**src/rtl/id_ex_stage_reg_pkg.sv**
```systemverilog
// Shared pipeline definitions: EXE_CMD encodings, NZCV bit indices, operand field widths
// and the control-bit bundle carried from decode into execute.
package id_ex_stage_reg_pkg;

    localparam int SHIFT_OPERAND_W = 12;
    localparam int SIGNED_IMM_W    = 24;
    localparam int REG_ADDR_W      = 4;
    localparam int SR_W            = 4;
    localparam int EXE_CMD_W       = 4;

    // NZCV positions inside the status-register field
    localparam int SR_N = 3;
    localparam int SR_Z = 2;
    localparam int SR_C = 1;
    localparam int SR_V = 0;

    typedef enum logic [EXE_CMD_W-1:0] {
        EXE_NOP = 4'b0000,
        EXE_MOV = 4'b0001,
        EXE_ADD = 4'b0010,
        EXE_ADC = 4'b0011,
        EXE_SUB = 4'b0100,
        EXE_SBC = 4'b0101,
        EXE_AND = 4'b0110,
        EXE_ORR = 4'b0111,
        EXE_EOR = 4'b1000,
        EXE_MVN = 4'b1001
    } exe_cmd_e;

    typedef struct packed {
        logic wb_en;
        logic mem_r_en;
        logic mem_w_en;
        logic b;
        logic s;
    } ctrl_t;

    // A bubble must never write back, touch memory, branch or set flags.
    function automatic ctrl_t gate_ctrl(input logic valid, input ctrl_t ctrl);
        return valid ? ctrl : '0;
    endfunction

    function automatic logic uses_mem_offset(input logic mem_r_en, input logic mem_w_en);
        return mem_r_en | mem_w_en;
    endfunction

endpackage

```
**src/rtl/id_ex_stage_reg.sv**
```systemverilog
// ID/EX pipeline register with flush (bubble), freeze (hold) and a saturating freeze counter.
// Optional forwarding source fields are enabled with the macro ID_EX_FORWARDING_EN.
module id_ex_stage_reg
    import id_ex_stage_reg_pkg::*;
#(
    parameter int DATA_W = 32,
    parameter int CNT_W  = 16
) (
    input  logic                       clk,
    input  logic                       rst,
    input  logic                       freeze,
    input  logic                       flush,

    input  logic                       valid_in,
    input  logic [DATA_W-1:0]          pc_in,
    input  logic [DATA_W-1:0]          val_rn_in,
    input  logic [DATA_W-1:0]          val_rm_in,
    input  logic                       imm_in,
    input  logic [SHIFT_OPERAND_W-1:0] shift_operand_in,
    input  logic [SIGNED_IMM_W-1:0]    signed_imm_24_in,
    input  logic [REG_ADDR_W-1:0]      dest_in,
    input  logic [SR_W-1:0]            sr_in,
    input  logic [EXE_CMD_W-1:0]       exe_cmd_in,
    input  logic                       mem_r_en_in,
    input  logic                       mem_w_en_in,
    input  logic                       wb_en_in,
    input  logic                       b_in,
    input  logic                       s_in,
`ifdef ID_EX_FORWARDING_EN
    input  logic [REG_ADDR_W-1:0]      src1_in,
    input  logic [REG_ADDR_W-1:0]      src2_in,
    output logic [REG_ADDR_W-1:0]      src1_out,
    output logic [REG_ADDR_W-1:0]      src2_out,
`endif

    output logic                       valid_out,
    output logic [DATA_W-1:0]          pc_out,
    output logic [DATA_W-1:0]          val_rn_out,
    output logic [DATA_W-1:0]          val_rm_out,
    output logic                       imm_out,
    output logic [SHIFT_OPERAND_W-1:0] shift_operand_out,
    output logic [SIGNED_IMM_W-1:0]    signed_imm_24_out,
    output logic [REG_ADDR_W-1:0]      dest_out,
    output logic [SR_W-1:0]            sr_out,
    output logic [EXE_CMD_W-1:0]       exe_cmd_out,
    output logic                       mem_r_en_out,
    output logic                       mem_w_en_out,
    output logic                       wb_en_out,
    output logic                       b_out,
    output logic                       s_out,
    output logic                       val2_sel_out,
    output logic [CNT_W-1:0]           freeze_cnt
);

    typedef struct packed {
        logic                       valid;
        logic [DATA_W-1:0]          pc;
        logic [DATA_W-1:0]          val_rn;
        logic [DATA_W-1:0]          val_rm;
        logic                       imm;
        logic [SHIFT_OPERAND_W-1:0] shift_operand;
        logic [SIGNED_IMM_W-1:0]    signed_imm_24;
        logic [REG_ADDR_W-1:0]      dest;
        logic [SR_W-1:0]            sr;
        logic [EXE_CMD_W-1:0]       exe_cmd;
        ctrl_t                      ctrl;
        logic                       val2_sel;
`ifdef ID_EX_FORWARDING_EN
        logic [REG_ADDR_W-1:0]      src1;
        logic [REG_ADDR_W-1:0]      src2;
`endif
    } stage_t;

    stage_t stage_d;
    stage_t stage_q;
    ctrl_t  ctrl_in;
    logic   freeze_hold;

    assign ctrl_in = '{wb_en: wb_en_in, mem_r_en: mem_r_en_in, mem_w_en: mem_w_en_in,
                       b: b_in, s: s_in};

    // NOTE: assign a default to the whole struct first so no field can ever infer a latch.
    always_comb begin
        stage_d               = '0;
        stage_d.valid         = valid_in;
        stage_d.pc            = pc_in;
        stage_d.val_rn        = val_rn_in;
        stage_d.val_rm        = val_rm_in;
        stage_d.imm           = imm_in;
        stage_d.shift_operand = shift_operand_in;
        stage_d.signed_imm_24 = signed_imm_24_in;
        stage_d.dest          = dest_in;
        stage_d.sr            = sr_in;
        stage_d.exe_cmd       = exe_cmd_in;
        stage_d.ctrl          = gate_ctrl(valid_in, ctrl_in);
        stage_d.val2_sel      = uses_mem_offset(mem_r_en_in, mem_w_en_in);
`ifdef ID_EX_FORWARDING_EN
        stage_d.src1          = src1_in;
        stage_d.src2          = src2_in;
`endif
    end

    // NOTE: state uses non-blocking assignments so every register samples pre-edge values.
    always_ff @(posedge clk or posedge rst) begin
        if (rst) begin
            stage_q <= '0;
        end else if (flush) begin
            stage_q <= '0;
        end else if (!freeze) begin
            stage_q <= stage_d;
        end
    end

    // A flush outranks freeze, so only un-flushed stall cycles are counted.
    assign freeze_hold = freeze & ~flush;

    always_ff @(posedge clk or posedge rst) begin
        if (rst) begin
            freeze_cnt <= '0;
        end else if (freeze_hold && (freeze_cnt != {CNT_W{1'b1}})) begin
            freeze_cnt <= freeze_cnt + CNT_W'(1);
        end
    end

    assign valid_out         = stage_q.valid;
    assign pc_out            = stage_q.pc;
    assign val_rn_out        = stage_q.val_rn;
    assign val_rm_out        = stage_q.val_rm;
    assign imm_out           = stage_q.imm;
    assign shift_operand_out = stage_q.shift_operand;
    assign signed_imm_24_out = stage_q.signed_imm_24;
    assign dest_out          = stage_q.dest;
    assign sr_out            = stage_q.sr;
    assign exe_cmd_out       = stage_q.exe_cmd;
    assign mem_r_en_out      = stage_q.ctrl.mem_r_en;
    assign mem_w_en_out      = stage_q.ctrl.mem_w_en;
    assign wb_en_out         = stage_q.ctrl.wb_en;
    assign b_out             = stage_q.ctrl.b;
    assign s_out             = stage_q.ctrl.s;
    assign val2_sel_out      = stage_q.val2_sel;
`ifdef ID_EX_FORWARDING_EN
    assign src1_out          = stage_q.src1;
    assign src2_out          = stage_q.src2;
`endif

endmodule

```
**config.mk**
```make
export PLATFORM = sky130hd
export DESIGN_NAME = id_ex_stage_reg
export DESIGN_NICKNAME = d
export VERILOG_FILES = /design/src/rtl/id_ex_stage_reg_pkg.sv /design/src/rtl/id_ex_stage_reg.sv
export SDC_FILE = /design/constraint.sdc
export NUM_CORES = 1
export LEC_CHECK = 0
export CORE_MARGIN = 4
export CORE_UTILIZATION = 41
export CTS_CLUSTER_DIAMETER = 100
export DETAILED_ROUTE_END_ITERATION = 8
export MAX_ROUTING_LAYER = met4
export PLACE_DENSITY_LB_ADDON = 0.2
export SLEW_MARGIN = 20
export SYNTH_ARGS = -nofsm -noshare
export SYNTH_HDL_FRONTEND = slang
export SYNTH_SLANG_ARGS = --single-unit
```
**constraint.sdc**
```tcl
create_clock -name clk -period 7.3 [get_ports clk]
set_input_delay 1.46 -clock clk [delete_from_list [all_inputs] [get_ports clk]]
set_output_delay 1.46 -clock clk [all_outputs]
set_load 0.03 [all_outputs]
```
# Word level (Yosys, flattened, before mapping)
# Index checks and enable logic that the tools add are counted.
dict set report word_totals {
  output_inout_bits 168
  inputBits 155
  elab_cells 27
  reg_bits 168
}
dict set report op_classes {
  mux 3
  n_eq_ne 2
  addsub 1
  bitwise_logic 3
  reduce_logical 1
}
# op count
set op_table {}
lappend op_table {{2-to-1 mux 152 bit} 2}
lappend op_table {{adder 16 x 1 -> 16 bit, second input constant} 1}
lappend op_table {{inequality test 16 bit, second input constant} 1}
lappend op_table {{2-to-1 mux 5 bit} 1}
lappend op_table {{inequality test 2 x 1 -> 1 bit, second input constant} 1}
lappend op_table {{AND 1 bit} 1}
lappend op_table {{logical AND 1 bit} 1}
lappend op_table {{inverter 1 bit} 1}
lappend op_table {{OR 1 bit} 1}

# Logic depth before layout (Yosys ltp)
dict set report depth {
  ltp_word 3
  ltp_mapped 6
  mapped_depth_nobuf 5
}

# Worst setup path after synthesis
# No wires, ideal clock.
dict set report synth_timing {
  kind {input to register}
  from {input flush}
  to {register freeze_cnt[8]}
  n_path_buf 2
  setup_time_ns 0.138
  arrival_time_ns 2.442
  slack_ns 4.720
  stages 6
  cell_sequence {clkbuf_1 -> nor2b_1 -> and3_1 -> clkbuf_1 -> nand4_1 -> xnor2_1}
}
dict set report synth_between {
  elab_chain_cells 3
}
# item line_no
set synth_lines {}
lappend synth_lines {{start, declared} id_ex_stage_reg.sv:12} ;# input logic flush,
lappend synth_lines {{inverter 1 bit} id_ex_stage_reg.sv:115} ;# assign freeze_hold = freeze & ~flush;
lappend synth_lines {{AND 1 bit} id_ex_stage_reg.sv:115}
lappend synth_lines {{logical AND 1 bit} id_ex_stage_reg.sv:120} ;# end else if (freeze_hold && (freeze_cnt != {CNT_W{1'b1}})) begin
lappend synth_lines {{end signal, assigned} id_ex_stage_reg.sv:121} ;# freeze_cnt <= freeze_cnt + CNT_W'(1);
lappend synth_lines {{end, declared} id_ex_stage_reg.sv:52} ;# output logic [CNT_W-1:0] freeze_cnt
# No other way between the ends.
# A chain may end at the register's enable or synchronous reset.

# Worst setup path in the final report
dict set report layout_timing {
  from {input freeze}
  to {register stage_q (netlist bit pc_out[21])}
}
dict set report layout_between {
  elab_chain_cells 1
}
# item line_no
set layout_lines {}
lappend layout_lines {{start, declared} id_ex_stage_reg.sv:11} ;# input logic freeze,
lappend layout_lines {{inequality test 2 x 1 -> 1 bit (no source line)} -}
lappend layout_lines {{end signal, assigned} id_ex_stage_reg.sv:110} ;# stage_q <= stage_d;
lappend layout_lines {{end, declared} id_ex_stage_reg.sv:75} ;# stage_t stage_q;
# No other way between the ends.

==> results.sh <==
export IMPL_fraction_of_the_cycle_the_final_worst_path_needs_pct=45.1
export IMPL_postCtsSetupRepairBufs=0
export IMPL_hold_slack_ps=522
export IMPL_placement_rows=47
export IMPL_detail_route_iter0_violations=221
export IMPL_vias_in_the_first_global_route=6020
export IMPL_route_vias_total=5455
export IMPL_htreeDepth=4
export IMPL_fmax_mhz=304
export IMPL_rsz0062_at_grt="no"
export IMPL_postCtsResizedCells=0
export IMPL_synth_seq_cells=168
export IMPL_power_density_nw_per_um2=224
export IMPL_setup_violations_final=0
export IMPL_route_final_wire_length_um=20100
export IMPL_num_antenna_cells=0
export IMPL_fin_worst_skew_ps=6.45
export IMPL_timing_critical_path_cells="clkbuf_8, buf_4, mux2i_1, nor2_1"
export IMPL_synthArstFlopShare_pct=100
export IMPL_synthFlopType="dfrtp_1"
export IMPL_layout_cells_sized_above_1_pct=4.33
export IMPL_number_of_synthesis_warnings=0
export IMPL_routedWlPerCell_um=18.0
export IMPL_tritoncts="yes"
export IMPL_grt_overflow_total=0
export IMPL_detailedRoute_firstPassIterationCount=4
export IMPL_die_w_um=138
export IMPL_drt_vias_per_instance=4.87
export IMPL_timing_critical_path_slowest_cell_delay_ps=820
export IMPL_ir_drop_v=0.000155
export IMPL_io_pin_count=323
export IMPL_worstSkewPairLatency_ps=420
export IMPL_power_static_leakage_nw=5.07
export IMPL_totalNegativeSetupSlack_ps=0
export IMPL_numClockSinks=168
export IMPL_remaining_drc_errors=0
export IMPL_number_of_port_buffers=322
export IMPL_path_clk_slew_ps=60
export IMPL_syn_nets=737
export IMPL_synthToLayoutAreaGrowth_pct=56.9
export IMPL_chipHeight_um=138
export IMPL_synthDistinctLibCells=28
export IMPL_area_of_the_die_um2=19000
export IMPL_synth_edf_count=0
export IMPL_mostFrequentLayoutCells="320 x clkdlybuf4s50_1, 168 x dfrtp_1, 163 x nor2_1"
export IMPL_timing_final_hold_violations=0
export IMPL_gr_usage_all_layers_pct=21.7
export IMPL_grt_antenna_before_repair=0
export IMPL_synthesis_instances=581
export IMPL_max_cap_viol_count=0
export IMPL_worstPathArrival_ps=3580
export IMPL_num_nets_final=1045
export IMPL_syn_mean_instance_area_um2=11.9
export IMPL_place_gp_congestion=0.832
export IMPL_initial_core_util_pct=41.7
export IMPL_grt_max_degree=112
export IMPL_mostFrequentLayoutCell="clkdlybuf4s50_1"
export IMPL_detail_route_antenna_nets=0
export IMPL_tightestPinTransition_ps=1090
export IMPL_cp_launch_type="primary input"
export IMPL_status="complete, no violations"
export IMPL_tritoncts_num_buffers=17
export IMPL_cts_root_to_sink_buffers=2
export IMPL_number_of_fill_cells_in_the_layout=1327
export IMPL_place_hpwl_um=14500
export IMPL_cts_hold_repair_buffers=0
export IMPL_wire_length_of_the_first_global_routing_pass_um=30900
export IMPL_cts_root_buffer="clkbuf_16"
export IMPL_worst_slew_margin_rel_pct=27.3
export IMPL_fin_crit_ps=3290
export IMPL_crit_path_max_fanout=108
export IMPL_netlist_area_um2=6920
export IMPL_worst_setup_path_end_kind="register"
export IMPL_synth_yosys_seq_area_share_pct=60.8
export IMPL_crit_required_ps=7590
export IMPL_timing_final_max_slew_violations=0
export IMPL_floorplan_core_area_um2=16600
export IMPL_holdCritPathClass="register to register"
export IMPL_setup_worst_path_class="primary input to register"
export IMPL_cpMaxStageDelayCell="buf_4"
-- final timing paths --
kind	depth (start not counted)	end	start	slack, ps
max	4	pc_out[21]$_DFFE_PP0P_	freeze	4010
min	2	pc_out[10]$_DFFE_PP0P_	pc_out[10]$_DFFE_PP0P_	520
max reg2reg	5	freeze_cnt[1]$_DFFE_PP0P_	freeze_cnt[0]$_DFFE_PP0P_	5510
min reg2reg	2	pc_out[10]$_DFFE_PP0P_	pc_out[10]$_DFFE_PP0P_	520
max in group asynchronous	3	s_out$_DFFE_PP0P_	rst	4350
min in group asynchronous	2	val_rn_out[16]$_DFFE_PP0P_	rst	1600
-- kinds of logic (layout without fill, tap and decap cells) --
group	after synthesis	after routing	synth area share (%)
AND/OR/NAND/NOR	202	202	12.8
flip-flops	168	168	60.8
multiplexers	147	147	21.3
buffers and inverters	38	357	2.35
AO/OA/AOI/OAI	13	13	1.07
XOR/XNOR	12	12	1.52
adder cells (fa/ha/maj)	1	1	0.181
-- flip-flops by register name (all words and copies together), names as in the netlist, 12 cells and up --
| register | flops |
|---|---|
| shift_operand_out | 12 |
| val_rm_out | 32 |
| freeze_cnt | 16 |
| signed_imm_24_out | 24 |
| pc_out | 32 |
| val_rn_out | 32 |
-- per-stage QoR --
step / cell area [um2] / std cells / total power [mW] / setup slack [ps] / utilization (%)
after floorplan: 6920 / 581 / 1.32 / 1290 / -
after global placement: 10300 / 1090 / 1.56 / 3660 / 62.0
after detailed placement: 10300 / 1090 / 1.58 / 3560 / 62.0
after CTS: 10900 / 1120 / 2.46 / 4000 / 65.4
after global routing: 10900 / 1120 / 2.54 / 3870 / 65.5
final: 10900 / 1120 / 2.43 / 4010 / 65.5
-- routing by layer --
metal	global-route usage, %	wire, um
met1	24.9	7680
met2	36.0	10300
met3	6.39	1540
met4	8.78	646
met5	-	0
-- final cells by class --
| type | instances | area (um2) | area share, % |
|---|---|---|---|
| clock buffer | 22 | 464 | 4.28 |
| sequential | 168 | 4200 | 38.7 |
| multi-input combinational | 375 | 2550 | 23.5 |
| timing repair buffer | 325 | 3250 | 29.9 |
| clock inverter | 8 | 98.8 | 0.910 |
| tap | 220 | 275 | 2.54 |
| inverter | 2 | 12.5 | 0.115 |
-- synth_stat cells, drive strengths merged, types with 2 or more instances --
| master | instances | area (um2) |
|---|---|---|
| clkbuf | 15 | 56.3 |
| and3 | 3 | 18.8 |
| nor2b | 2 | 12.5 |
| nand2 | 12 | 45.0 |
| xor2 | 4 | 35.0 |
| a21oi | 9 | 45.0 |
| mux2i | 146 | 1460 |
| or4 | 2 | 22.5 |
| and4 | 2 | 17.5 |
| xnor2 | 8 | 70.1 |
| nand4 | 6 | 67.6 |
| nor3 | 2 | 15.0 |
| dfrtp | 168 | 4200 |
| a211oi | 2 | 15.0 |
| nor2 | 163 | 612 |
| inv | 2 | 7.51 |
| nand4b | 2 | 17.5 |
| buf | 21 | 98.9 |
| nand3 | 6 | 30.0 |
-- power by group --
part           switching, mW  internal (mW)
Combinational          0.274          0.240
Sequential            0.0508          0.993
Clock                  0.358          0.517
Total                  0.683           1.75
-- worst max-delay path, delay by kind of cell --
kind	cells	cell delay (ps)
muxes	1	290
buffers and inverters	2	1530
and+or+nand+nor	1	60
Power figures use the tool's default switching activity.
